File: config.mk
export PLATFORM = sky130hd
export DESIGN_NAME = deserializer_sipo
export DESIGN_NICKNAME = d
export VERILOG_FILES = /design/src/rtl/deserializer_sipo.sv
export SDC_FILE = /design/constraint.sdc
export NUM_CORES = 1
export LEC_CHECK = 0
export BUFFER_PORTS_ARGS = -buffer_cell sky130_fd_sc_hd__buf_4
export CAP_MARGIN = 5
export CORE_ASPECT_RATIO = 0.8
export CORE_MARGIN = 3
export CORE_UTILIZATION = 40
export CTS_BUF_LIST = sky130_fd_sc_hd__clkbuf_16
export CTS_CLUSTER_SIZE = 10
export DETAILED_ROUTE_END_ITERATION = 6
export SLEW_MARGIN = 0
export SYNTH_ARGS = -nofsm -noshare
export SYNTH_HDL_FRONTEND = slang
export SYNTH_SLANG_ARGS = --single-unit
File: constraint.sdc
create_clock -name clk -period 2.1 [get_ports clk]
set_clock_uncertainty 0.2 [all_clocks]
set_input_delay 0.21 -clock clk [delete_from_list [all_inputs] [get_ports clk]]
set_output_delay 0.21 -clock clk [all_outputs]
set_load 0.005 [all_outputs]
File: src/rtl/deserializer_sipo.sv
// Serial-in/parallel-out receiver: frames start/data/stop bits and
// hands each word to a one-entry valid/ready output buffer.
module deserializer_sipo #(
  parameter int DATA_WIDTH = 8
) (
  input  logic                  clk,
  input  logic                  rst,
  input  logic                  srl_in,
  input  logic                  bit_en,
  input  logic                  data_ready,
  output logic [DATA_WIDTH-1:0] data_out,
  output logic                  data_valid,
  output logic                  busy,
  output logic                  frame_err,
  output logic                  overrun
);

  localparam int CW =
    (DATA_WIDTH > 1) ? $clog2(DATA_WIDTH) : 1;
  localparam logic [CW-1:0] LAST =
    CW'(DATA_WIDTH - 1);

  typedef enum logic [1:0] {
    IDLE,
    DATA,
    STOP,
    RECOVER
  } state_t;

  state_t                state, state_nx;
  logic [DATA_WIDTH-1:0] shreg, shreg_nx;
  logic [DATA_WIDTH:0]   sh_tmp;
  logic [CW-1:0]         bit_cnt, cnt_nx;
  logic                  good, ferr_nx;
  logic                  load, ovr_nx, dv_nx;

  always_comb begin
    state_nx = state;
    shreg_nx = shreg;
    cnt_nx   = bit_cnt;
    good     = 1'b0;
    ferr_nx  = 1'b0;
    sh_tmp   = {srl_in, shreg};
    if (bit_en) begin
      unique case (state)
        IDLE: begin
          if (!srl_in) begin
            state_nx = DATA;
            cnt_nx   = '0;
          end
        end
        DATA: begin
          shreg_nx = sh_tmp[DATA_WIDTH:1];
          if (bit_cnt == LAST) begin
            state_nx = STOP;
            cnt_nx   = '0;
          end else begin
            cnt_nx = bit_cnt + 1'b1;
          end
        end
        STOP: begin
          if (srl_in) begin
            good     = 1'b1;
            state_nx = IDLE;
          end else begin
            ferr_nx  = 1'b1;
            state_nx = RECOVER;
          end
        end
        RECOVER: begin
          if (srl_in) state_nx = IDLE;
        end
        default: state_nx = IDLE;
      endcase
    end
  end

  // a full buffer may still load when it is read in the same cycle
  always_comb begin
    load   = good & (~data_valid | data_ready);
    ovr_nx = good & ~load;
    dv_nx  = data_valid;
    if (load)
      dv_nx = 1'b1;
    else if (data_valid && data_ready)
      dv_nx = 1'b0;
  end

  always_ff @(posedge clk or negedge rst) begin
    if (!rst) begin
      state      <= IDLE;
      busy       <= 1'b0;
      shreg      <= '0;
      bit_cnt    <= '0;
      data_out   <= '0;
      data_valid <= 1'b0;
      frame_err  <= 1'b0;
      overrun    <= 1'b0;
    end else begin
      state      <= state_nx;
      busy       <= (state_nx != IDLE);
      shreg      <= shreg_nx;
      bit_cnt    <= cnt_nx;
      data_valid <= dv_nx;
      frame_err  <= ferr_nx;
      overrun    <= ovr_nx;
      if (load) data_out <= shreg;
    end
  end

endmodule

==> flow_metrics.env, run 1 <==
export IMPL_drive_gt1_share_pct=43.8
export IMPL_ir_worst_vdd_mv=0.555
export IMPL_drv_slew=0
export IMPL_cp_slowest_cell="dlygate4sd3_1"
export IMPL_rows=15
export IMPL_yosysMostFrequentCell="dfrtp_1"
export IMPL_routed_via_count=590
export IMPL_worst_path_dominant_cell_family="buffers and inverters"
export IMPL_cp_end_kind="register"
export IMPL_synth_top_area_share_pct=60.0
export IMPL_grt_pass1_vias=601
export IMPL_start_util_pct=45.2
export IMPL_place_ws_ps=312
export IMPL_viasPerCell=4.80
export IMPL_tightest_slew_ps=425
export IMPL_drtPass1Iterations=4
export IMPL_syn_inst=71
export IMPL_cts_made_buffers=3
export IMPL_fin_util_pct=55.0
export IMPL_nNetsFinal=97
export IMPL_fin_crit_sh_pct=87.1
export IMPL_place_gp_congestion=0.704
export IMPL_htreeDepth=1
export IMPL_layout_setup_ws_ps=271
export IMPL_max_freq_mhz=547
export IMPL_synth_top_area_cell="dfrtp_1"
export IMPL_synthFlopType="dfrtp_1"
export IMPL_cts_sinks=25
export IMPL_synth_cell_types=21
export IMPL_max_slew_margin_pct=71.5
export IMPL_dieArea_sq_um=3260
export IMPL_leakage_nw=0.644
export IMPL_worstPathMaxFanout=8
export IMPL_path_class="input pin to register"
export IMPL_cp_required_ps=2040
export IMPL_outcome="complete, no violations"
export IMPL_die_h_um=51.7
export IMPL_timing_hold_violations_final=0
export IMPL_ant_nets=0
export IMPL_numPortBuffers=16
export IMPL_cts_tree="yes"
export IMPL_die_x_um=63.1
export IMPL_grt_total_usage_pct=11.8
export IMPL_routedWlPerCell_um=12.6
export IMPL_wirelength_um=1550
export IMPL_antenna_found_initial=0
export IMPL_grt_max_degree=26
export IMPL_synthTopCellsByArea="dfrtp_1, mux2_2, ha_1"
export IMPL_antenna_cells=0
export IMPL_cts_root_buf="clkbuf_16"
export IMPL_yosysSeqAreaShare_pct=60.0
export IMPL_hold_slack_ps=40.4
export IMPL_maxCapViolCount=0
export IMPL_yosys_top_cells_count="dfrtp_1, mux2_2, o21ai_0"
export IMPL_drt_iter0_drc=12
export IMPL_powerDensity_nw_per_um2=1320
export IMPL_synth_seq_cells=25
export IMPL_yosysWarnings=0
export IMPL_synth_area_sq_um=1040
export IMPL_hold_path_class="input pin to register"
export IMPL_async_flop_share_pct=100
export IMPL_postCtsSetupBuffers=0
export IMPL_fillers=213
export IMPL_clock_path_buffers=2
export IMPL_pin_count=17
export IMPL_crit_buf_inv=2
export IMPL_rsz0062_at_grt="false"
export IMPL_fin_setup_tns_ps=0
export IMPL_area_growth_pct=21.7
export IMPL_syn_area_per_cell_sq_um=14.7
export IMPL_arrival_ps=1770
export IMPL_grt_overflow=0
export IMPL_max_stage_delay_ps=530
export IMPL_setup_viol=0
export IMPL_insertion_delay_ps=250
export IMPL_post_dp_hpwl_um=1080
export IMPL_syn_nets=78
export IMPL_design_core_area_sq_um=2310
export IMPL_crit_chain="dlygate4sd3_1 -> buf_4 -> nand4b_4 -> nor2b_2 -> mux2_2"
export IMPL_clkTransAtPathRegs_ps=60
export IMPL_drcViolationCount=0
export IMPL_grt_pass1_wl_um=2880
export IMPL_synth_edf_count=0
export IMPL_startpoint_type="input pin"
export IMPL_fin_crit_ps=1830
==> registers in the layout, indices dropped and copies added (netlist names) <==
| name | flops |
|---|---|
| data_out | 8 |
| shreg | 8 |
| bit_cnt | 3 |
| state | 2 |
| busy | 1 |
| data_valid | 1 |
| frame_err | 1 |
| overrun | 1 |
==> metal layers <==
metal  share of wire, %  up-vias  GRT usage, %  wire length, um
li1                   -      285             -                -
met1                 49      287          15.0              756
met2                 44       13          17.3              679
met3                5.5        5          4.32               86
met4                2.0        0          6.59               31
met5                  0        -             0                0
==> metrics by stage <==
| stage | instances | power, mW | cell area, sq um |
|---|---|---|---|
| after floorplan | 71 | 1.13 | 1040 |
| after global placement | 117 | 1.28 | 1170 |
| after detailed placement | 117 | 1.30 | 1170 |
| after CTS | 123 | 1.71 | 1270 |
| after global routing | 123 | 1.81 | 1270 |
| final | 123 | 1.68 | 1270 |
==> worst register-to-register path: cells and delay by family (launching register included) <==
| family | cells | cell delay (ps) |
|---|---|---|
| and+or+nand+nor | 2 | 600 |
| DFF | 1 | 480 |
| muxes | 1 | 390 |
==> report_power, final <==
group          internal (mW)  total [mW]  leakage, nW  switching [mW]
sequential             0.672       0.811        0.316           0.140
combinational          0.309       0.468        0.285           0.159
clock                  0.254       0.402       0.0423           0.148
==> cell families after synthesis <==
logic type / Yosys count / synth area share [%]
AO/OA/AOI/OAI: 10 / 6.48
adder cells (fa/ha/maj): 2 / 2.40
buffers and inverters: 6 / 4.08
flip-flops: 25 / 60.0
multiplexers: 17 / 18.2
AND/OR/NAND/NOR: 11 / 8.87
==> cells in the final DEF (no fill, tap or decap), drive strengths merged <==
| master | Yosys | layout |
|---|---|---|
| mux2 | 16 | 16 |
| mux2i | 1 | 1 |
| dfrtp | 25 | 25 |
| dlygate4sd3 | 0 | 2 |
| inv | 2 | 3 |
| nor4b | 1 | 1 |
| nand2b | 1 | 1 |
| nand2 | 3 | 3 |
| clkbuf | 0 | 3 |
| nand3b | 1 | 1 |
| a211o | 1 | 1 |
| ha | 2 | 2 |
| o21ai | 4 | 4 |
| nor3 | 2 | 2 |
| buf | 4 | 16 |
| nor2 | 1 | 1 |
| a31oi | 2 | 2 |
| nor2b | 1 | 1 |
| a21o | 1 | 1 |
| nand4b | 1 | 1 |
| a22o | 2 | 2 |
==> path summary, 6_finish.rpt <==
check                         start           to  slack [ps]  cells after the start
max                          srl_in  data_out[6]         270                      5
max in group asynchronous       rst  data_out[3]        1260                      2
max reg2reg                state[0]  data_out[6]         310                      3
min in group asynchronous       rst   bit_cnt[2]         200                      2
min                          bit_en     state[1]          40                      2
min reg2reg                shreg[0]  data_out[0]         310                      1
==> what timing repair did <==
| action | CTS | global route |
|---|---|---|
| hold buffers | 2 | 0 |
| setup endpoints to repair | 0 | 0 |
| resized for setup | 0 | 0 |
| hold endpoints to repair | 26 | 0 |
==> layout make-up <==
class | instances | area (sq um) | area share [%]
well taps | 34 | 42.5 | 3.35
inverters | 2 | 7.51 | 0.591
clock inverters | 1 | 3.75 | 0.296
repair buffers | 18 | 140 | 11.0
clock buffers | 3 | 75.1 | 5.91
multi-input cells | 40 | 375 | 29.6
flip-flops and latches | 25 | 626 | 49.3
(Power assumes the default switching activity.)
==> run 2: changes to the inputs <==
- ABC_AREA: not set -> 1
- CORE_UTILIZATION: 40 -> 48
- PLACE_DENSITY: not set -> 0.7
==> flow_metrics.env, run 2 <==
export IMPL_synthFlopType="dfrtp_1"
export IMPL_place_gp_congestion=0.780
export IMPL_yosysWarnings=0
export IMPL_cts_made_buffers=3
export IMPL_syn_area_per_cell_sq_um=9.22
export IMPL_top_regs="data_out: 8 flops, shreg: 8 flops, bit_cnt: 3 flops"
export IMPL_yosysSeqAreaShare_pct=60.0
export IMPL_total_power_mw=1.36
export IMPL_final_common_cell="nand2_1"
export IMPL_ant_nets=0
export IMPL_rsz0062_at_grt="false"
export IMPL_routed_via_count=786
export IMPL_path_class="register to register"
export IMPL_viasPerCell=5.04
export IMPL_grt_pass1_wl_um=3370
export IMPL_pin_count=17
export IMPL_synth_top_area_share_pct=60.0
export IMPL_place_inst=151
export IMPL_async_flop_share_pct=100
export IMPL_antenna_found_initial=0
export IMPL_clkTransAtPathRegs_ps=60
export IMPL_postCtsSetupBuffers=0
export IMPL_area_growth_pct=21.8
export IMPL_routedWlPerCell_um=12.9
export IMPL_fin_crit_sh_pct=64.7
export IMPL_startpoint_type="register"
export IMPL_grt_max_degree=26
export IMPL_fin_util_pct=64.7
export IMPL_grt_total_usage_pct=16.5
export IMPL_max_slew_margin_pct=76.8
export IMPL_drive_gt1_share_pct=18.9
export IMPL_leakage_nw=0.692
export IMPL_drt_iter0_drc=26
export IMPL_synth_cell_types=14
export IMPL_synthTopCellsByArea="dfrtp_1, nand2_1, nand3_1"
export IMPL_cts_root_buf="clkbuf_16"
export IMPL_grt_overflow=0
export IMPL_yosys_top_cells_count="nand2_1, dfrtp_1, nand3_1"
export IMPL_drtPass1Iterations=4
export IMPL_dieArea_sq_um=2770
export IMPL_final_cell_mix="nand2_1, dfrtp_1, buf_4"
export IMPL_instances_no_fill=156
export IMPL_hold_path_class="input pin to register"
export IMPL_powerDensity_nw_per_um2=1070
export IMPL_ir_worst_vdd_mv=1.05
export IMPL_wirelength_um=2010
export IMPL_die_x_um=58.1
export IMPL_outcome="complete, no violations"
export IMPL_maxCapViolCount=0
export IMPL_max_freq_mhz=736
export IMPL_start_util_pct=53.1
export IMPL_cts_sinks=25
export IMPL_timing_hold_violations_final=0
export IMPL_drcViolationCount=0
export IMPL_cp_required_ps=2050
export IMPL_grt_pass1_vias=732
export IMPL_synth_area_sq_um=1040
export IMPL_numPortBuffers=16
export IMPL_fin_crit_ps=1360
export IMPL_worstPathMaxFanout=11
export IMPL_syn_inst=113
export IMPL_clock_path_buffers=2
export IMPL_nNetsFinal=140
export IMPL_htreeDepth=1
export IMPL_fin_setup_tns_ps=0
export IMPL_hold_slack_ps=66.2
export IMPL_rows=14
export IMPL_insertion_delay_ps=250
export IMPL_antenna_cells=0
export IMPL_drv_slew=0
export IMPL_synth_edf_count=0
export IMPL_cts_tree="yes"
export IMPL_synth_seq_cells=25
export IMPL_die_h_um=47.7
export IMPL_post_dp_hpwl_um=1520
export IMPL_design_core_area_sq_um=1960
export IMPL_yosysMostFrequentCell="nand2_1"
export IMPL_tightest_slew_ps=347
export IMPL_cp_end_kind="register"
export IMPL_synth_top_area_cell="dfrtp_1"
export IMPL_setup_viol=0
export IMPL_syn_nets=120
export IMPL_arrival_ps=1300
-- run 2: path summary, 6_finish.rpt --
kind	startpoint	end	slack, ps	cells past startpoint
worst min-delay path	bit_en	frame_err	70	3
worst min register to register	data_out[2]	data_out[2]	280	2
max in group asynchronous	rst	shreg[5]	1270	2
worst max-delay path	data_valid	data_out[3]	740	4
worst max register to register	data_valid	data_out[3]	740	4
min in group asynchronous	rst	state[0]	190	2
-- run 2: worst max-delay path, cell delays in order (launching register included) --
cell	delay, ps
dfrtp_1	380
nand2_1	280
nand3_2	230
nand2_1	110
nand2_1	50
-- run 2: cell families (layout without fill, tap and decap cells) --
logic type	count (synthesis)	after routing	synth area share [%]
adder cells (fa/ha/maj)	2	2	2.40
flip-flops	25	25	60.0
buffers and inverters	13	32	5.04
AND/OR/NAND/NOR	65	65	28.7
AO/OA/AOI/OAI	8	8	3.84
-- run 2: timing repair --
action | in CTS | in global routing
hold endpoints to repair | 25 | 0
gates resized for setup | 0 | 0
hold buffers | 1 | 0
setup endpoints to repair | 0 | 0
-- run 2: stage by stage --
step | area, sq um | worst slack (ps)
2_1_floorplan | 1040 | 863
3_3_place_gp | 1180 | 818
3_5_place_dp | 1180 | 758
4_1_cts | 1270 | 752
5_1_grt | 1270 | 636
6_report | 1270 | 741
-- run 2: area by class of cell --
type,count,area (sq um)
Clock inverter,1,3.75
Inverter,11,41.3
Clock buffer,3,75.1
Tap cell,24,30.0
Fill cell,168,692
Timing Repair Buffer,17,130
Sequential cell,25,626
Multi-Input combinational cell,75,364
-- run 2: power breakdown --
| group | total (mW) | switching, mW | internal, mW |
|---|---|---|---|
| sequential | 0.694 | 0.0912 | 0.603 |
| combinational | 0.258 | 0.152 | 0.106 |
| clock | 0.406 | 0.152 | 0.254 |
| total | 1.36 | 0.396 | 0.963 |
-- run 2: metal layers --
layer	vias to the layer above	GRT usage [%]	wire [um]
li1	400	-	-
met1	369	22.7	999
met2	17	26.6	876
met3	0	5.93	130
met4	0	1.39	0
met5	-	0	0
